**config.mk**
```make
export PLATFORM = sky130hd
export DESIGN_NAME = fifo_word_packer
export DESIGN_NICKNAME = d
export VERILOG_FILES = /design/src/rtl/fifo_pkg.sv /design/src/rtl/fifo_word_packer_pack_out_reg.sv /design/src/rtl/fifo_word_packer.sv
export SDC_FILE = /design/constraint.sdc
export NUM_CORES = 1
export LEC_CHECK = 0
export BUFFER_PORTS_ARGS = -buffer_cell sky130_fd_sc_hd__buf_4
export CAP_MARGIN = 20
export CORE_MARGIN = 5
export CORE_UTILIZATION = 57
export DETAILED_ROUTE_END_ITERATION = 10
export PLACE_DENSITY = 0.91
export SYNTH_ARGS = -nofsm -noshare
export SYNTH_HDL_FRONTEND = slang
export SYNTH_SLANG_ARGS = --single-unit
```
**constraint.sdc**
```tcl
create_clock -name clk -period 4 [get_ports clk]
set_input_delay 0.2 -clock clk [delete_from_list [all_inputs] [get_ports clk]]
set_output_delay 0.2 -clock clk [all_outputs]
set_load 0.03 [all_outputs]
```
**src/rtl/fifo_pkg.sv**
```systemverilog
// fifo_pkg: shared packer defaults, lane-count width, keep typedef and lane-mask helper
package fifo_pkg;
  localparam int WIDTH_DEF = 8;
  localparam int RATIO_DEF = 4;
  localparam int LANE_CNT_W = $clog2(RATIO_DEF + 1);
  typedef logic [RATIO_DEF-1:0] keep_t;
  function automatic logic [31:0] lane_mask(input int n);
    return (n >= 32) ? '1 : (32'd1 << n) - 32'd1;
  endfunction
endpackage

```
**src/rtl/fifo_word_packer_pack_out_reg.sv**
```systemverilog
// pack_out_reg: single-entry valid/ready holding register for packed data, keep and last
module pack_out_reg #(
  parameter int DW = 32,
  parameter int KW = 4
) (
  input  logic          clk,
  input  logic          rst_n,
  input  logic          load,
  input  logic [DW-1:0] in_data,
  input  logic [KW-1:0] in_keep,
  input  logic          in_last,
  output logic          out_valid,
  input  logic          out_ready,
  output logic [DW-1:0] out_data,
  output logic [KW-1:0] out_keep,
  output logic          out_last
);
  always_ff @(posedge clk)
    if (!rst_n) begin
      out_valid <= 1'b0;
      out_data  <= '0;
      out_keep  <= '0;
      out_last  <= 1'b0;
    end else if (load) begin
      out_valid <= 1'b1;
      out_data  <= in_data;
      out_keep  <= in_keep;
      out_last  <= in_last;
    end else if (out_ready) begin
      out_valid <= 1'b0;
    end
endmodule

```
**src/rtl/fifo_word_packer.sv**
```systemverilog
// fifo_word_packer: pops FIFO entries and packs RATIO of them into one valid/ready word with flush
module fifo_word_packer
  import fifo_pkg::*;
#(
  parameter int WIDTH = WIDTH_DEF,
  parameter int RATIO = RATIO_DEF
) (
  input  logic                   clk,
  input  logic                   rst_n,
  input  logic                   fifo_empty,
  output logic                   fifo_rd_en,
  input  logic [WIDTH-1:0]       fifo_rd_data,
  input  logic                   flush,
  output logic                   out_valid,
  input  logic                   out_ready,
  output logic [WIDTH*RATIO-1:0] out_data,
  output logic [RATIO-1:0]       out_keep,
  output logic                   out_last,
  output logic                   flush_done
);
  localparam int OW = WIDTH * RATIO;
  localparam int CW = $clog2(RATIO + 1);
  logic [CW-1:0] cnt, lanes_now;
  logic [OW-1:0] acc, word_now;
  logic          in_flight, pend, pend_eff, out_free, resolve, commit;
  assign lanes_now  = cnt + CW'(in_flight);
  assign word_now   = in_flight ? acc | (OW'(fifo_rd_data) << (WIDTH * int'(cnt))) : acc;
  assign out_free   = !out_valid || out_ready;
  assign pend_eff   = pend || flush;
  assign resolve    = pend_eff && !in_flight && out_free;
  assign commit     = out_free && ((lanes_now == CW'(RATIO)) || (resolve && cnt != '0));
  assign fifo_rd_en = rst_n && !fifo_empty && !pend_eff &&
                      ((commit ? CW'(0) : lanes_now) < CW'(RATIO));
  always_ff @(posedge clk)
    if (!rst_n) begin
      cnt        <= '0;
      acc        <= '0;
      in_flight  <= 1'b0;
      pend       <= 1'b0;
      flush_done <= 1'b0;
    end else begin
      cnt        <= commit ? '0 : lanes_now;
      acc        <= commit ? '0 : word_now;
      in_flight  <= fifo_rd_en;
      pend       <= pend_eff && !resolve;
      flush_done <= resolve;
    end
  pack_out_reg #(.DW(OW), .KW(RATIO)) u_out (
    .clk       (clk),
    .rst_n     (rst_n),
    .load      (commit),
    .in_data   (word_now),
    .in_keep   (RATIO'(lane_mask(int'(lanes_now)))),
    .in_last   (pend_eff),
    .out_valid (out_valid),
    .out_ready (out_ready),
    .out_data  (out_data),
    .out_keep  (out_keep),
    .out_last  (out_last)
  );
endmodule

```
==> results.cfg, run 1 <==
[worst_hold_path]
hold_class = in2reg

[clocking]
clock_path_buffers = 2
cts_resized = 0
postCtsSetupBuffers = 0
clkTransAtPathRegs_ns = 0.07
ctsRootBufferMaster = clkbuf_8
cts_buffers = 9
hold_buffers = 0
cts_sinks = 76
clk_latency_ns = 0.34
cts_tree = built
htreeDepth = 3

[finish]
seq_area_mm2 = 0.00152
fillers = 329
multi_input_area_mm2 = 0.00103
drive_gt1_frac = 0.229
final_nets = 335
num_antenna_cells = 0
area_delta_synth_final_pct = 21.3

[routing]
drc_errors = 0
viasPerCell = 5.97
drtAntennaViolNets = 0
wire_per_inst_um = 16.5
drt_iter0_drc = 164
routed_wl_mm = 6.18
vias = 2238
dr.pass1.iters = 4

[timing]
timing.final.crit_share = 0.700
setup_viol = 0
maxSlewHeadroom = 0.222
rsz0062_at_grt = no
final.setup_skew_ns = 0.00845
fmax_ghz = 0.357
drv_slew = 0
min_period_ns = 2.80
worst_slew_pin_slew_ns = 1.15
tns_ns = 0
fin_ws_ns = 1.20
hold_viol_final = 0

[synth]
ys_types = 27
synthTopCellsByArea = dfxtp_1 (57%), a21oi_1 (12%), o31ai_1 (9.6%)
ys_seq_area_frac = 0.572
postSynth.asyncResetShare = 0
synth_top_area_cell = dfxtp_1
syn_avg_cell_area_um2 = 9.63
synth.most_common_cell = dfxtp_1
ys_seq_elements = 76
synth_ff_type = dfxtp_1
synth.top_cell.area_share = 0.572
synth-edff-count = 0
ys_top_cells_by_count = dfxtp_1 (76), a21oi_1 (66), nor2_1 (39)
syn_inst = 276
ys_warn_count = 0
syn_nets = 292
syn-cell-area_mm2 = 0.00266

[grt]
overflow = 0
grtUsageTotal = 0.212
antenna_found_initial = 0
first_global_vias = 2244
grt_pass1_wl_mm = 10.3
grt_max_degree = 45

[setup_path]
cp-end-kind = output port
cp_max_fo = 41
worst_ep_required_time_ns = 3.80
crit_type = reg2out
critical_path_arrival_ns = 2.60
start_kind = flip-flop
reg2reg_slack_ns = 1.33

[die]
start_util = 0.598
die_h_um = 78.3
rows = 24
dieArea_mm2 = 0.00613
die_x_um = 78.3
coreArea_mm2 = 0.00444
num_io_pins = 53

[power_and_ir_drop]
peakVddDrop_mv = 0.298
p_leak_uw = 0.00146
cellPowerDensity_mw_per_mm2 = 457

[placed_design]
gp_congestion = 0.799
hpwl_mm = 3.97
portBuffers = 52
pre_cts_slack_ns = 1.41

[run_status]
status = finished, final reports clean

[run]
maxCapViolations = 0
==> worst max-delay path, stage by stage (launching register included) <==
cell,delay (ns)
dfxtp_1,0.52
ha_1,0.25
ha_1,0.19
xnor2_2,0.19
nor4_4,0.27
buf_4,0.44
o2111a_1,0.23
buf_4,0.16
==> area by class of cell <==
cell class,instances,share of cell area
clock buffers,12,0.0512
clock inverters,3,0.00660
inverters,1,0.00116
multi-input cells,175,0.319
flip-flops and latches,76,0.472
well taps,52,0.0202
repair buffers,56,0.130
==> stage by stage <==
step | total power (uW) | instances | util | hold slack, ns | area [um^2]
2_1_floorplan | 902 | 276 | - | 0.351 | 2660
3_3_place_gp | 954 | 360 | 0.684 | 0.434 | 3040
3_5_place_dp | 958 | 360 | 0.684 | 0.440 | 3040
4_1_cts | 1480 | 375 | 0.726 | 0.111 | 3220
5_1_grt | 1530 | 375 | 0.726 | 0.119 | 3220
6_report | 1470 | 375 | 0.726 | 0.119 | 3220
==> layout by cell type, fill, tap and decap left out, types with 2 or more instances in the layout <==
| cell type | netlist | layout |
|---|---|---|
| and3_1 | 5 | 5 |
| o2111a_1 | 2 | 2 |
| o31ai_1 | 34 | 34 |
| nand3b_1 | 3 | 3 |
| nor2_1 | 39 | 39 |
| dfxtp_1 | 76 | 76 |
| clkbuf_8 | 0 | 12 |
| buf_4 | 3 | 56 |
| nand2_1 | 4 | 4 |
| nor3_1 | 3 | 3 |
| o311a_1 | 3 | 3 |
| nor2b_1 | 2 | 2 |
| ha_1 | 3 | 3 |
| a21oi_1 | 66 | 66 |
==> routing by layer <==
layer / global-route usage / vias to the layer above / wire length, um
met2: 0.348 / 82 / 2960
li1: - / 1077 / -
met5: 0 / - / 0
met4: 0.142 / 0 / 166
met1: 0.252 / 1067 / 2680
met3: 0.0435 / 12 / 379
==> worst paths after layout <==
path	from	endpoint	cells past startpoint
max	in_flight	fifo_rd_en	7
min reg2reg	acc[10]	acc[10]	2
min	fifo_empty	in_flight	3
max reg2reg	in_flight	acc[2]	8
==> state kept, by name (all words and copies together) (netlist names) <==
name / flops
acc: 32
cnt: 3
flush_done: 1
in_flight: 1
pend: 1
u_out.out_data: 32
u_out.out_keep: 4
u_out.out_last: 1
u_out.out_valid: 1
==> power breakdown <==
| group | total [uW] | switching, uW | internal (uW) |
|---|---|---|---|
| Sequential | 792 | 13.1 | 779 |
| Clock | 531 | 259 | 273 |
| Combinational | 150 | 96.2 | 54.1 |
==> cell families (layout without fill, tap and decap cells) <==
family                   count (synthesis)  after routing  synth area share
buffers and inverters                   25             72            0.0438
AND/OR/NAND/NOR                         63             63             0.115
adder cells (fa/ha/maj)                  3              3            0.0141
flip-flops                              76             76             0.572
AO/OA/AOI/OAI                          107            107             0.245
XOR/XNOR                                 2              2           0.00941
Power figures use the tool's default switching activity.
==> run 2: changes to the inputs <==
--- a/config.mk
+++ b/config.mk
@@ -5,12 +5,13 @@
 export SDC_FILE = /design/constraint.sdc
 export NUM_CORES = 1
 export LEC_CHECK = 0
+export ABC_AREA = 1
 export BUFFER_PORTS_ARGS = -buffer_cell sky130_fd_sc_hd__buf_4
 export CAP_MARGIN = 20
 export CORE_MARGIN = 5
-export CORE_UTILIZATION = 57
+export CORE_UTILIZATION = 55
 export DETAILED_ROUTE_END_ITERATION = 10
-export PLACE_DENSITY = 0.91
+export PLACE_DENSITY = 0.87
 export SYNTH_ARGS = -nofsm -noshare
 export SYNTH_HDL_FRONTEND = slang
 export SYNTH_SLANG_ARGS = --single-unit
==> constraint.sdc (replaced) <==
create_clock -name clk -period 2.7 [get_ports clk]
set_input_delay 0.135 -clock clk [delete_from_list [all_inputs] [get_ports clk]]
set_output_delay 0.135 -clock clk [all_outputs]
set_load 0.03 [all_outputs]
==> results.cfg, run 2 <==
[synth]
ys_top_cells_by_count = dfxtp_1 (76), nand2_1 (67), a21oi_1 (47), nand3_1 (47), nor2_1 (46)
synth.most_common_cell = dfxtp_1
postSynth.asyncResetShare = 0
synthTopCellsByArea = dfxtp_1 (50%), nand2_1 (8.2%), a21oi_1 (7.7%)
syn_avg_cell_area_um2 = 7.76
ys_types = 23
synth_ff_type = dfxtp_1
syn_nets = 412
synth.top_cell.area_share = 0.495
synth-edff-count = 0
ys_seq_elements = 76
syn_inst = 396
synth_top_area_cell = dfxtp_1
ys_seq_area_frac = 0.495
syn-cell-area_mm2 = 0.00307
ys_warn_count = 0

[finish]
fillers = 455
seq_area_mm2 = 0.00152
reg.largest.list = acc (32), u_out.out_data (32), u_out.out_keep (4)
final_cell_mix = dfxtp_1 (76), nand2_1 (67), buf_4 (57), nand3_1 (47), a21oi_1 (47)
final_common_cell = dfxtp_1
drive_gt1_frac = 0.217
multi_input_area_mm2 = 0.00124
stdcell_count = 519
final_nets = 458
num_antenna_cells = 0
area_delta_synth_final_pct = 19.8

[clocking]
htreeDepth = 3
cts_resized = 0
postCtsSetupBuffers = 0
cts_sinks = 76
cts_buffers = 9
clk_latency_ns = 0.35
hold_buffers = 0
ctsRootBufferMaster = clkbuf_8
clkTransAtPathRegs_ns = 0.08
clock_path_buffers = 2
cts_tree = built

[timing]
rsz0062_at_grt = no
fmax_ghz = 0.394
hold_viol_final = 0
timing.final.crit_share = 0.939
tns_ns = 0
maxSlewHeadroom = 0.572
setup_viol = 0
min_period_ns = 2.54
final.setup_skew_ns = 0.00703
worst_slew_pin_slew_ns = 0.640
drv_slew = 0

[setup_path]
crit_family = flip-flops
path_buf_inv = 2
critical_path_arrival_ns = 2.40
cp_cell_sequence = ha_1 -> ha_1 -> inv_1 -> nand4_1 -> nand2_2 -> nand2_2 -> a21oi_1 -> buf_4
start_kind = flip-flop
crit_path_max_incr_delay_ns = 0.53
cp-end-kind = output port
critPathSlowestCell = dfxtp_1
crit_type = reg2out
cp_max_fo = 21
worst_ep_required_time_ns = 2.57

[worst_hold_path]
hold_class = in2reg

[placed_design]
place_inst = 503
hpwl_mm = 4.63
gp_congestion = 0.856
portBuffers = 52

[routing]
routed_wl_mm = 6.62
drtAntennaViolNets = 0
wire_per_inst_um = 12.8
vias = 2624
viasPerCell = 5.06
drt_iter0_drc = 172
drc_errors = 0
dr.pass1.iters = 4

[grt]
overflow = 0
antenna_found_initial = 0
grt_max_degree = 50
first_global_vias = 2531
grtUsageTotal = 0.197
grt_pass1_wl_mm = 11.4

[die]
start_util = 0.561
num_io_pins = 53
die_h_um = 84.7
die_x_um = 84.7
coreArea_mm2 = 0.00547
rows = 27
dieArea_mm2 = 0.00718

[power_and_ir_drop]
swShare = 0.245
pwr-share-seq = 0.503
clkPwrFrac = 0.420
switchingPower_uw = 558
peakVddDrop_mv = 0.558
p_leak_uw = 0.00159
p_int_uw = 1720
cellPowerDensity_mw_per_mm2 = 620
power_frac_comb = 0.077

[run_status]
status = finished, final reports clean

[run]
maxCapViolations = 0
[run 2: changes by cell type after synthesis, moves of 7 or more]
| cell | change |
|---|---|
| nand3_1 | +46 |
| nand2_1 | +63 |
| a21oi_2 | +8 |
| a21oi_1 | -19 |
| o21bai_1 | +16 |
| o31ai_1 | -34 |
| nor2_1 | +7 |
| inv_1 | +42 |
| nand2_2 | +11 |
[run 2: cell families (layout without fill, tap and decap cells)]
| family | after synthesis | count (layout) | share of synthesized area |
|---|---|---|---|
| and+or+nand+nor | 177 | 177 | 0.253 |
| DFF | 76 | 76 | 0.495 |
| AOI/OAI and AO/OA | 72 | 72 | 0.140 |
| buffers and inverters | 68 | 119 | 0.0994 |
| adders and majority gates | 3 | 3 | 0.0122 |
[run 2: final cells by class]
| class | count | share of cell area |
|---|---|---|
| Timing Repair Buffer | 57 | 0.116 |
| Tap cell | 72 | 0.0245 |
| Clock inverter | 7 | 0.0269 |
| Sequential cell | 76 | 0.413 |
| Clock buffer | 9 | 0.0337 |
| Inverter | 46 | 0.0469 |
| Multi-Input combinational cell | 252 | 0.338 |
[run 2: worst paths after layout]
check,startpoint,to,slack [ns],cells past startpoint
hold / removal,fifo_empty,in_flight,0.04,4
setup reg to reg,cnt[0],acc[18],0.27,8
hold reg to reg,acc[21],acc[21],0.45,2
setup / recovery,cnt[0],fifo_rd_en,0.16,8
[run 2: worst reg2reg max path: stages, from the launching register on]
cell and delay (ns):
dfxtp_1 0.53, ha_1 0.21, ha_1 0.24, inv_1 0.12, nand4_1 0.14, nand2_2 0.11
nand2_2 0.24, nand2_2 0.59, a21oi_1 0.11
[run 2: layer usage]
layer	share of wire	track usage	up-vias
met2	0.49	0.328	54
met5	0	0	-
met3	0.039	0.0432	15
li1	-	-	1351
met1	0.44	0.236	1204
met4	0.024	0.106	0
[run 2: per-stage QoR]
step / hold slack (ns) / util / instance area (um^2) / power [uW] / setup slack, ns
after floorplan: 0.305 / - / 3070 / 1300 / 0.664
after global placement: 0.405 / 0.632 / 3460 / 1340 / 0.434
after detailed placement: 0.404 / 0.632 / 3460 / 1350 / 0.336
after CTS: 0.0286 / 0.672 / 3680 / 2300 / 0.149
after global routing: 0.0376 / 0.672 / 3680 / 2380 / 0.0101
final: 0.0443 / 0.672 / 3680 / 2280 / 0.164
[run 2: power groups by stage]
stage	Sequential [uW]	Combinational, uW	Clock [uW]
6_report	1150	176	957
5_1_grt	1150	196	1030
4_1_cts	1150	176	973
3_5_place_dp	1170	175	0
3_3_place_gp	1170	172	0
2_1_floorplan	1190	106	0
